File: config.mk
export PLATFORM = sky130hd
export DESIGN_NAME = histogram_stream_accumulator
export DESIGN_NICKNAME = d
export VERILOG_FILES = /design/src/rtl/hist_pkg.sv /design/src/rtl/hist_rmw_pipe.sv /design/src/rtl/histogram_stream_accumulator.sv
export SDC_FILE = /design/constraint.sdc
export NUM_CORES = 1
export LEC_CHECK = 0
export CAP_MARGIN = 20
export CELL_PAD_IN_SITES_DETAIL_PLACEMENT = 0
export CELL_PAD_IN_SITES_GLOBAL_PLACEMENT = 1
export CORE_MARGIN = 1
export CORE_UTILIZATION = 43
export DETAILED_ROUTE_END_ITERATION = 12
export PLACE_DENSITY_LB_ADDON = 0.2
export SYNTH_ARGS = -nofsm -noshare
export SYNTH_HDL_FRONTEND = slang
export SYNTH_HIERARCHICAL = 1
export SYNTH_SLANG_ARGS = --single-unit
File: constraint.sdc
create_clock -name clock -period 7.85 [get_ports clock]
set_clock_uncertainty 0.1 [all_clocks]
set_input_delay 1.57 -clock clock [delete_from_list [all_inputs] [get_ports clock]]
set_output_delay 1.57 -clock clock [all_outputs]
set_load 0.01 [all_outputs]
File: src/rtl/hist_pkg.sv
// Shared types and helpers for the streaming histogram accumulator.
// Holds the controller state encoding, bin-count derivation and saturating increment.
package hist_pkg;

    typedef enum logic [2:0] {
        ST_IDLE  = 3'd0,
        ST_CLEAR = 3'd1,
        ST_ACCUM = 3'd2,
        ST_DRAIN = 3'd3,
        ST_DONE  = 3'd4
    } hist_state_e;

    function automatic int bins_for(input int pix_w);
        return 32'sd1 << pix_w;
    endfunction

    localparam int DEF_PIX_W    = 8;
    localparam int DEF_LANES    = 16;
    localparam int DEF_BIN_W    = 16;
    localparam int DEF_NUM_BINS = bins_for(DEF_PIX_W);

    // Counts stick at their all-ones maximum instead of wrapping.
    function automatic logic [31:0] sat_inc(input logic [31:0] count, input int bin_w);
        logic [32:0] max_v;
        max_v = (33'd1 << bin_w) - 33'd1;
        if (count == max_v[31:0]) begin
            sat_inc = count;
        end else begin
            sat_inc = count + 32'd1;
        end
    endfunction

endpackage

File: src/rtl/hist_rmw_pipe.sv
// Three-stage read-modify-write pipeline for bin increments with two-deep forwarding.
// Stage A drives the read address, B forwards and increments, C drives the write.
module hist_rmw_pipe
    import hist_pkg::*;
#(
    parameter int PIX_W = DEF_PIX_W,
    parameter int BIN_W = DEF_BIN_W
) (
    input  logic             clock,
    input  logic             reset,
    input  logic             a_valid_i,
    input  logic [PIX_W-1:0] a_pix_i,
    output logic [PIX_W-1:0] bin_raddr_o,
    input  logic [BIN_W-1:0] bin_rdata_i,
    output logic             b_busy_o,
    output logic             sat_hit_o,
    output logic             c_valid_o,
    output logic [PIX_W-1:0] c_pix_o,
    output logic [BIN_W-1:0] c_cnt_o
);

    logic             b_valid_q;
    logic [PIX_W-1:0] b_pix_q;
    logic             c_valid_q;
    logic [PIX_W-1:0] c_pix_q;
    logic [BIN_W-1:0] c_cnt_q;
    logic             d_valid_q;
    logic [PIX_W-1:0] d_pix_q;
    logic [BIN_W-1:0] d_cnt_q;
    logic [BIN_W-1:0] fwd_cnt_s;
    logic [BIN_W-1:0] new_cnt_s;

    assign bin_raddr_o = a_pix_i;
    assign b_busy_o    = b_valid_q;
    assign c_valid_o   = c_valid_q;
    assign c_pix_o     = c_pix_q;
    assign c_cnt_o     = c_cnt_q;

    // The read in B misses both the write in flight (C) and the one committed at its own read edge (D).
    always_comb begin
        fwd_cnt_s = bin_rdata_i;
        if (c_valid_q && (c_pix_q == b_pix_q)) begin
            fwd_cnt_s = c_cnt_q;
        end else if (d_valid_q && (d_pix_q == b_pix_q)) begin
            fwd_cnt_s = d_cnt_q;
        end else begin
            fwd_cnt_s = bin_rdata_i;
        end
        new_cnt_s = BIN_W'(sat_inc(32'(fwd_cnt_s), BIN_W));
        sat_hit_o = b_valid_q && (new_cnt_s == fwd_cnt_s);
    end

    // Pipeline stage registers; D keeps the previous C result for distance-2 forwarding.
    always_ff @(posedge clock or negedge reset) begin
        if (!reset) begin
            b_valid_q <= 1'b0;
            b_pix_q   <= {PIX_W{1'b0}};
            c_valid_q <= 1'b0;
            c_pix_q   <= {PIX_W{1'b0}};
            c_cnt_q   <= {BIN_W{1'b0}};
            d_valid_q <= 1'b0;
            d_pix_q   <= {PIX_W{1'b0}};
            d_cnt_q   <= {BIN_W{1'b0}};
        end else begin
            b_valid_q <= a_valid_i;
            b_pix_q   <= a_pix_i;
            c_valid_q <= b_valid_q;
            c_pix_q   <= b_pix_q;
            c_cnt_q   <= new_cnt_s;
            d_valid_q <= c_valid_q;
            d_pix_q   <= c_pix_q;
            d_cnt_q   <= c_cnt_q;
        end
    end

endmodule

File: src/rtl/histogram_stream_accumulator.sv
// Streaming histogram: accepts packed pixel words, serialises one pixel per cycle
// into the bin RMW pipeline, with an optional clear pass and a done pulse.
module histogram_stream_accumulator
    import hist_pkg::*;
#(
    parameter int PIX_W = DEF_PIX_W,
    parameter int LANES = DEF_LANES,
    parameter int BIN_W = DEF_BIN_W
) (
    input  logic                   clock,
    input  logic                   reset,
    input  logic                   start,
    input  logic                   clear_en,
    input  logic                   in_valid,
    output logic                   in_ready,
    input  logic [LANES*PIX_W-1:0] in_data,
    input  logic                   in_last,
    output logic [PIX_W-1:0]       bin_raddr,
    input  logic [BIN_W-1:0]       bin_rdata,
    output logic                   bin_we,
    output logic [PIX_W-1:0]       bin_waddr,
    output logic [BIN_W-1:0]       bin_wdata,
    output logic                   busy,
    output logic                   done,
    output logic                   overflow
);

    localparam int NUM_BINS = bins_for(PIX_W);
    localparam int LANE_W   = (LANES > 1) ? $clog2(LANES) : 1;

    hist_state_e            state_q, state_d;
    logic                   busy_q, busy_d;
    logic                   done_q, done_d;
    logic                   overflow_q, overflow_d;
    logic                   in_ready_q, in_ready_d;
    logic                   clr_we_q, clr_we_d;
    logic [PIX_W-1:0]       clr_addr_q, clr_addr_d;
    logic [LANES*PIX_W-1:0] word_q, word_d;
    logic [LANE_W-1:0]      lane_q, lane_d;
    logic                   full_q, full_d;
    logic                   last_q, last_d;

    logic                   accept_s;
    logic                   final_lane_s;
    logic [PIX_W-1:0]       issue_pix_s;
    logic                   b_busy_s;
    logic                   sat_hit_s;
    logic                   c_valid_s;
    logic [PIX_W-1:0]       c_pix_s;
    logic [BIN_W-1:0]       c_cnt_s;

    assign accept_s     = in_valid && in_ready_q;
    assign final_lane_s = full_q && (lane_q == LANE_W'(LANES - 1));
    assign issue_pix_s  = word_q[int'(lane_q) * PIX_W +: PIX_W];

    assign in_ready  = in_ready_q;
    assign busy      = busy_q;
    assign done      = done_q;
    assign overflow  = overflow_q;
    assign bin_we    = clr_we_q | c_valid_s;
    assign bin_waddr = clr_we_q ? clr_addr_q : c_pix_s;
    assign bin_wdata = clr_we_q ? {BIN_W{1'b0}} : c_cnt_s;

    hist_rmw_pipe #(
        .PIX_W (PIX_W),
        .BIN_W (BIN_W)
    ) u_pipe (
        .clock       (clock),
        .reset       (reset),
        .a_valid_i   (full_q),
        .a_pix_i     (issue_pix_s),
        .bin_raddr_o (bin_raddr),
        .bin_rdata_i (bin_rdata),
        .b_busy_o    (b_busy_s),
        .sat_hit_o   (sat_hit_s),
        .c_valid_o   (c_valid_s),
        .c_pix_o     (c_pix_s),
        .c_cnt_o     (c_cnt_s)
    );

    // Next-state for the controller, clear counter and serializer.
    always_comb begin
        state_d    = state_q;
        busy_d     = busy_q;
        done_d     = 1'b0;
        overflow_d = overflow_q | sat_hit_s;
        clr_we_d   = 1'b0;
        clr_addr_d = clr_addr_q;
        word_d     = word_q;
        lane_d     = lane_q;
        full_d     = full_q;
        last_d     = last_q;

        // A word can be loaded while its predecessor issues its final lane.
        if (accept_s) begin
            word_d = in_data;
            last_d = in_last;
            full_d = 1'b1;
            lane_d = {LANE_W{1'b0}};
        end else if (final_lane_s) begin
            full_d = 1'b0;
            lane_d = {LANE_W{1'b0}};
        end else if (full_q) begin
            lane_d = lane_q + LANE_W'(1);
        end else begin
            lane_d = lane_q;
        end

        case (state_q)
            ST_IDLE: begin
                if (start) begin
                    busy_d     = 1'b1;
                    overflow_d = 1'b0;
                    clr_addr_d = {PIX_W{1'b0}};
                    if (clear_en) begin
                        state_d  = ST_CLEAR;
                        clr_we_d = 1'b1;
                    end else begin
                        state_d = ST_ACCUM;
                    end
                end else begin
                    state_d = ST_IDLE;
                end
            end
            ST_CLEAR: begin
                if (clr_addr_q == PIX_W'(NUM_BINS - 1)) begin
                    state_d = ST_ACCUM;
                end else begin
                    clr_we_d   = 1'b1;
                    clr_addr_d = clr_addr_q + PIX_W'(1);
                end
            end
            ST_ACCUM: begin
                if (final_lane_s && last_q) begin
                    state_d = ST_DRAIN;
                end else begin
                    state_d = ST_ACCUM;
                end
            end
            // Leave once only stage C remains, so done lands the cycle after the last write.
            ST_DRAIN: begin
                if (!b_busy_s) begin
                    state_d = ST_DONE;
                    done_d  = 1'b1;
                    busy_d  = 1'b0;
                end else begin
                    state_d = ST_DRAIN;
                end
            end
            ST_DONE: begin
                state_d = ST_IDLE;
            end
            default: begin
                state_d = ST_IDLE;
                busy_d  = 1'b0;
            end
        endcase

        in_ready_d = (state_d == ST_ACCUM) && (!full_d || (lane_d == LANE_W'(LANES - 1)));
    end

    // Controller, clear counter and serializer registers.
    always_ff @(posedge clock or negedge reset) begin
        if (!reset) begin
            state_q    <= ST_IDLE;
            busy_q     <= 1'b0;
            done_q     <= 1'b0;
            overflow_q <= 1'b0;
            in_ready_q <= 1'b0;
            clr_we_q   <= 1'b0;
            clr_addr_q <= {PIX_W{1'b0}};
            word_q     <= {(LANES*PIX_W){1'b0}};
            lane_q     <= {LANE_W{1'b0}};
            full_q     <= 1'b0;
            last_q     <= 1'b0;
        end else begin
            state_q    <= state_d;
            busy_q     <= busy_d;
            done_q     <= done_d;
            overflow_q <= overflow_d;
            in_ready_q <= in_ready_d;
            clr_we_q   <= clr_we_d;
            clr_addr_q <= clr_addr_d;
            word_q     <= word_d;
            lane_q     <= lane_d;
            full_q     <= full_d;
            last_q     <= last_d;
        end
    end

endmodule
# After elaboration in Yosys (flattened, before gate mapping)
# Cells that the tools add are included.
[word_totals]
regBits = 209
in_bits = 150
output_inout_bits = 37
wordCells = 85
[classes]
addsub = 3
eq_ne = 15
shift = 1
n_mux = 30
bitwise_logic = 3
n_reduce_logical = 14
[op_table]
columns = ["cell", "n"]
rows = [
  ["128-bit by 8-bit indexed part select with 8-bit output", 1],
  ["16-bit 2-to-1 mux", 4],
  ["8-bit 2-to-1 mux", 3],
  ["16-bit by 1-bit adder with 16-bit output, second input constant", 1],
  ["16-bit equality test", 1],
  ["16-bit equality test, second input constant", 1],
  ["8-bit equality test", 2],
  ["8-bit case mux with 2 select lines", 1],
  ["1-bit 2-to-1 mux", 12],
  ["4-bit 2-to-1 mux", 3],
  ["3-bit case mux with 4 select lines", 1],
  ["3-bit by 2-bit equality test with 1-bit output, second input constant", 3],
  ["3-bit 2-to-1 mux", 3],
  ["8-bit by 1-bit adder with 8-bit output, second input constant", 1],
  ["4-bit equality test, second input constant", 2],
  ["8-bit equality test, second input constant", 1],
  ["1-bit logical AND", 7],
  ["2-bit inequality test, second input constant", 3],
  ["3-bit AND reduction", 2],
  ["4-bit by 1-bit adder with 4-bit output, second input constant", 1],
  ["3-bit by 1-bit equality test with 1-bit output, second input constant", 1],
  ["3-bit equality test, second input constant", 1],
  ["3-bit zero test", 1],
  ["1-bit case mux with 3 select lines", 1],
  ["8 further kinds", 9],
]

# Logic depth before layout (Yosys ltp)
[depth]
ltp_word = 11
mapped_depth = 15
mapped_depth_nobuf = 12

# Hierarchy
# Netlist, hierarchy kept.
[by_module_without_submodules]
columns = ["module", "n_inst", "cells_each", "area_per_inst_um2", "seq_area_each_um2"]
rows = [
  ["histogram_stream_accumulator", 1, 753, 7079.3, 3753.6],
  ["hist_rmw_pipe", 1, 239, 2732.6, 1476.4],
]

# Worst setup path after synthesis
# OpenSTA, ideal clock, no wires.
[synth_timing]
path_type = "input -> register"
startpoint = "in bin_rdata[0]"
endpoint = "reg u_pipe.c_cnt_q[1], in the netlist u_pipe/c_cnt_o[1]"
setup_time_ns = 0.128
arrival_time_ns = 3.383
required_time_ns = 7.622
slack_ns = 4.240
path_stages = 9
n_path_buf = 1
cell_sequence = "o31ai_1 > a31oi_1 > ha_1 > o41ai_1 > a31oi_4 > o2111ai_4 > nor4b_4 > buf_6 > mux2_1"
[synth_via]
elab_chain_cells = 4
elab_cells_between_ends = 5
cone_classes = "add/sub: 1; eq/ne: 1; mux: 3"
[synth_lines]
columns = ["element", "line", "text"]
rows = [
  ["from (decl)", "histogram_stream_accumulator.sv:19", "input logic [BIN_W-1:0] bin_rdata,"],
  ["16-bit 2-to-1 mux (*)", "hist_rmw_pipe.sv:44", "end else if (d_valid_q && (d_pix_q == b_pix_q)) begin"],
  ["16-bit 2-to-1 mux (*)", "hist_rmw_pipe.sv:42", "if (c_valid_q && (c_pix_q == b_pix_q)) begin"],
  ["16-bit by 1-bit adder with 16-bit output / 16-bit equality test (equally long branches)", "hist_pkg.sv:29, hist_pkg.sv:26", ""],
  ["16-bit 2-to-1 mux (*)", "hist_pkg.sv:26", "if (count == max_v[31:0]) begin"],
  ["net u_pipe.new_cnt_s[1]", "hist_rmw_pipe.sv:31", "logic [BIN_W-1:0] new_cnt_s;"],
  ["to (signal assigned)", "hist_rmw_pipe.sv:60", "c_cnt_q <= {BIN_W{1'b0}};"],
  ["to (signal assigned)", "hist_rmw_pipe.sv:69", "c_cnt_q <= new_cnt_s;"],
  ["to (decl)", "hist_rmw_pipe.sv:26", "logic [BIN_W-1:0] c_cnt_q;"],
]
# Mark *: on every way through the listed nets, which the timed path passes. The rest lies on a longest branch.
# A chain may end at the register's enable or synchronous reset.

# Final worst setup path
[layout_timing]
startpoint = "reg lane_q[0]"
endpoint = "out bin_raddr[3]"
[layout_via]
elab_chain_cells = 1
[layout_lines]
columns = ["element", "line", "text"]
rows = [
  ["from (decl)", "histogram_stream_accumulator.sv:39", "logic [LANE_W-1:0] lane_q, lane_d;"],
  ["from (signal assigned)", "histogram_stream_accumulator.sv:173", "lane_q <= {LANE_W{1'b0}};"],
  ["from (signal assigned)", "histogram_stream_accumulator.sv:185", "lane_q <= lane_d;"],
  ["128-bit by 8-bit indexed part select with 8-bit output", "histogram_stream_accumulator.sv:54", "assign issue_pix_s = word_q[int'(lane_q) * PIX_W +: PIX_W];"],
  ["to (decl)", "histogram_stream_accumulator.sv:18", "output logic [PIX_W-1:0] bin_raddr,"],
]
# No other way between the ends.

==> flow_metrics.tcl <==
set metrics [dict create \
    rsz0062_at_grt "false" \
    drive_gt1_share_pct 9.06 \
    p_sw_share_pct 37.0 \
    synth_area_um2 9810 \
    power_frac_comb_pct 38.9 \
    finish.utilization_pct 56.6 \
    wl_per_cell_um 17.6 \
    slowest_delay_ps 570 \
    crit_arrival_ps 3310 \
    cts_root_buf "clkbuf_16" \
    die_w_um 153 \
    final_common_cell "nand2_1" \
    vias_per_cell 5.26 \
    cts_tree "yes" \
    avgSynthCellArea_um2 9.89 \
    ir_drop_mv 0.189 \
    seq_power_share_pct 38.6 \
    holdWs_ps 304 \
    multi_input_area_um2 4240 \
    antenna_found_initial 0 \
    post_cts_buffers 0 \
    reg2reg_depth 10 \
    grt-ovfl-total 0 \
    slew_viol_final 0 \
    cts_buffer_depth 3 \
    drt-total-wl_um 25300 \
    die_y_um 153 \
    synth_compound_area_share_pct 6.45 \
    synth_top_family_by_area "simple AND/OR/NAND/NOR gates" \
    clk_latency_ps 510 \
    dieArea_um2 23400 \
    hold_path_end "u_pipe/d_cnt_q[0]" \
    core_area_um2 22100 \
    end_kind "output pin" \
    io_buffers 186 \
    cts_buffers 23 \
    synthesis.nets 1145 \
    fillers 2004 \
    layout.area.seq_um2 5230 \
    synth-seq-cells 209 \
    async_reset_ff_share_pct 100 \
    crit_path_start "lane_q[0]" \
    synthFlopType "dfrtp_1" \
    grt_pass1_vias 7764 \
    cp_slowest_cell "clkdlybuf4s50_1" \
    fin_nets 1296 \
    ys_warn_count 6 \
    start_util_pct 44.4 \
    track_usage_pct 22.4 \
    fmax_mhz 201 \
    drc_errors 0 \
    gp_congestion 0.835 \
    hold_path_class "register to register" \
    grt_max_degree 93 \
    final_cell_mix "nand2_1, dfrtp_1, clkdlybuf4s50_1" \
    leakage_uw 0.00568 \
    synth.distinct_cells 62 \
    r2r_start "u_pipe/b_pix_q[5]" \
    cp_max_fo 28 \
    syn_inst 992 \
    power_density_nw_per_um2 377 \
    tightest_slew_ps 965 \
    max_cap_viol_count 0 \
    h-tree-depth 1 \
    crit_chain "buf_4 > mux4_2 > nor2b_1 > a211oi_1 > a21oi_1 > clkdlybuf4s50_1" \
    drt.antenna.violating_nets 0 \
    hold_depth 0 \
    synth_mux_area_share_pct 10.3 \
    drtIter0Drc 586 \
    startpoint_type "register" \
    dr.pass1.iters 4 \
    grt_pass1_wl_um 41500 \
    ios 187 \
    cts_resized 0 \
    synth_edf_count 0 \
    cp.required_ps 6180 \
    regToRegEndpoint "u_pipe/c_cnt_o[1]" \
    setup_tns_ps 0 \
    worstSetupPathType "register to output pin" \
    synthAdderAreaFrac_pct 0.383 \
    hpwl_um 17800 \
    cts_hold_buf 0 \
    fp-row-count 54 \
    p_int_uw 2970 \
    fin_crit_sh_pct 63.4 \
    hp-start "u_pipe/c_cnt_o[0]" \
    clkTransAtPathRegs_ps 60 \
    status "finished, final reports clean" \
    synth-simple-area-share_pct 23.8 \
    cts_sinks 209 \
    finalSetupViolCount 0 \
    synth-xor-area-share_pct 2.23 \
    relSlewSlack_pct 35.7 \
    synthToLayoutAreaGrowth_pct 27.5 \
    synth_seq_area_share_pct 53.3 \
    vias 7564 \
    clkPwrFrac_pct 22.6 \
    fin_crit_ps 4980 \
    diodes 0 \
    r2r_setup_slack_ps 3350 \
    final_hold_viol_count 0 \
    power.switching_uw 1750 \
]
## state kept, by name (all words and copies together), names as in the netlist, 4 cells and up
signal / cells
word_q: 128
u_pipe/b_pix_q: 8
u_pipe/d_pix_q: 8
lane_q: 4
u_pipe/d_cnt_q: 16
u_pipe/c_pix_o: 8
clr_addr_q: 8
u_pipe/c_cnt_o: 16
## synthesized netlist by cell type (all sizes together), types with 12 or more instances
cell	instances	share of area [%]
a31oi	13	1.0
nor2b	25	1.6
o31ai	12	0.92
mux4	32	7.3
nand3	14	0.71
nand2	414	16
mux2i	15	1.5
dfrtp	209	53
clkbuf	38	1.5
mux2	12	1.4
a21oi	17	0.87
nor2	19	0.73
buf	30	2.0
nand4	14	0.89
xnor2	20	1.8
nor4	12	0.77
o21ai	12	0.65
## worst max-delay path, delay by kind of cell (launching register included)
family,cells,cell delay [ps]
AOI/OAI and AO/OA,2,450
buffers and inverters,2,1090
DFF,1,510
muxes,1,560
and+or+nand+nor,1,140
## kinds of logic after synthesis
| group | after synthesis |
|---|---|
| AOI/OAI and AO/OA | 87 |
| xor gates and xnor gates | 25 |
| adders and majority gates | 3 |
| and+or+nand+nor | 537 |
| muxes | 59 |
| DFF | 209 |
| buffers and inverters | 72 |
## power by group through the flow
stage / sequential, uW / clock [uW] / combinational [uW]
finish: 1820 / 1070 / 1830
global route: 1880 / 1130 / 2030
CTS: 1820 / 1080 / 1850
detailed placement: 1830 / 0 / 1840
global placement: 1820 / 0 / 1820
floorplan: 1690 / 0 / 1360
## per-layer routing
metal,routed length (um),global-route usage [%],part of all wire (%)
met2,12000,35.9,47
met1,11800,32.8,47
met5,0,0,0
met4,349,4.38,1.4
met3,1170,2.98,4.6
## how the worst max path moves through the flow
| stage | slack (ps) | endpoint | cells after the start |
|---|---|---|---|
| CTS | 2810 | bin_raddr[3] | 6 |
| detailed placement | 3220 | u_pipe/c_cnt_o[1] | 9 |
| global placement | 3320 | u_pipe/c_cnt_o[1] | 9 |
| global route | 2640 | bin_raddr[3] | 6 |
| floorplan | 4240 | u_pipe/c_cnt_o[1] | 9 |
| finish | 2870 | bin_raddr[3] | 6 |
## area by class of cell
cell class	count	area share, %
inverters	4	0.120
well taps	280	2.80
clock inverters	9	0.700
clock buffers	32	5.27
flip-flops and latches	209	41.8
multi-input cells	711	33.9
repair buffers	194	15.4
## through the flow
step	instances	area, um2	setup WS (ps)	total power, uW
2_1_floorplan	992	9810	4240	3040
3_3_place_gp	1398	11800	3320	3640
3_5_place_dp	1398	11800	3220	3680
4_1_cts	1439	12500	2810	4760
5_1_grt	1439	12500	2640	5030
6_report	1439	12500	2870	4720
No activity file was read; power rests on OpenSTA's default activity.
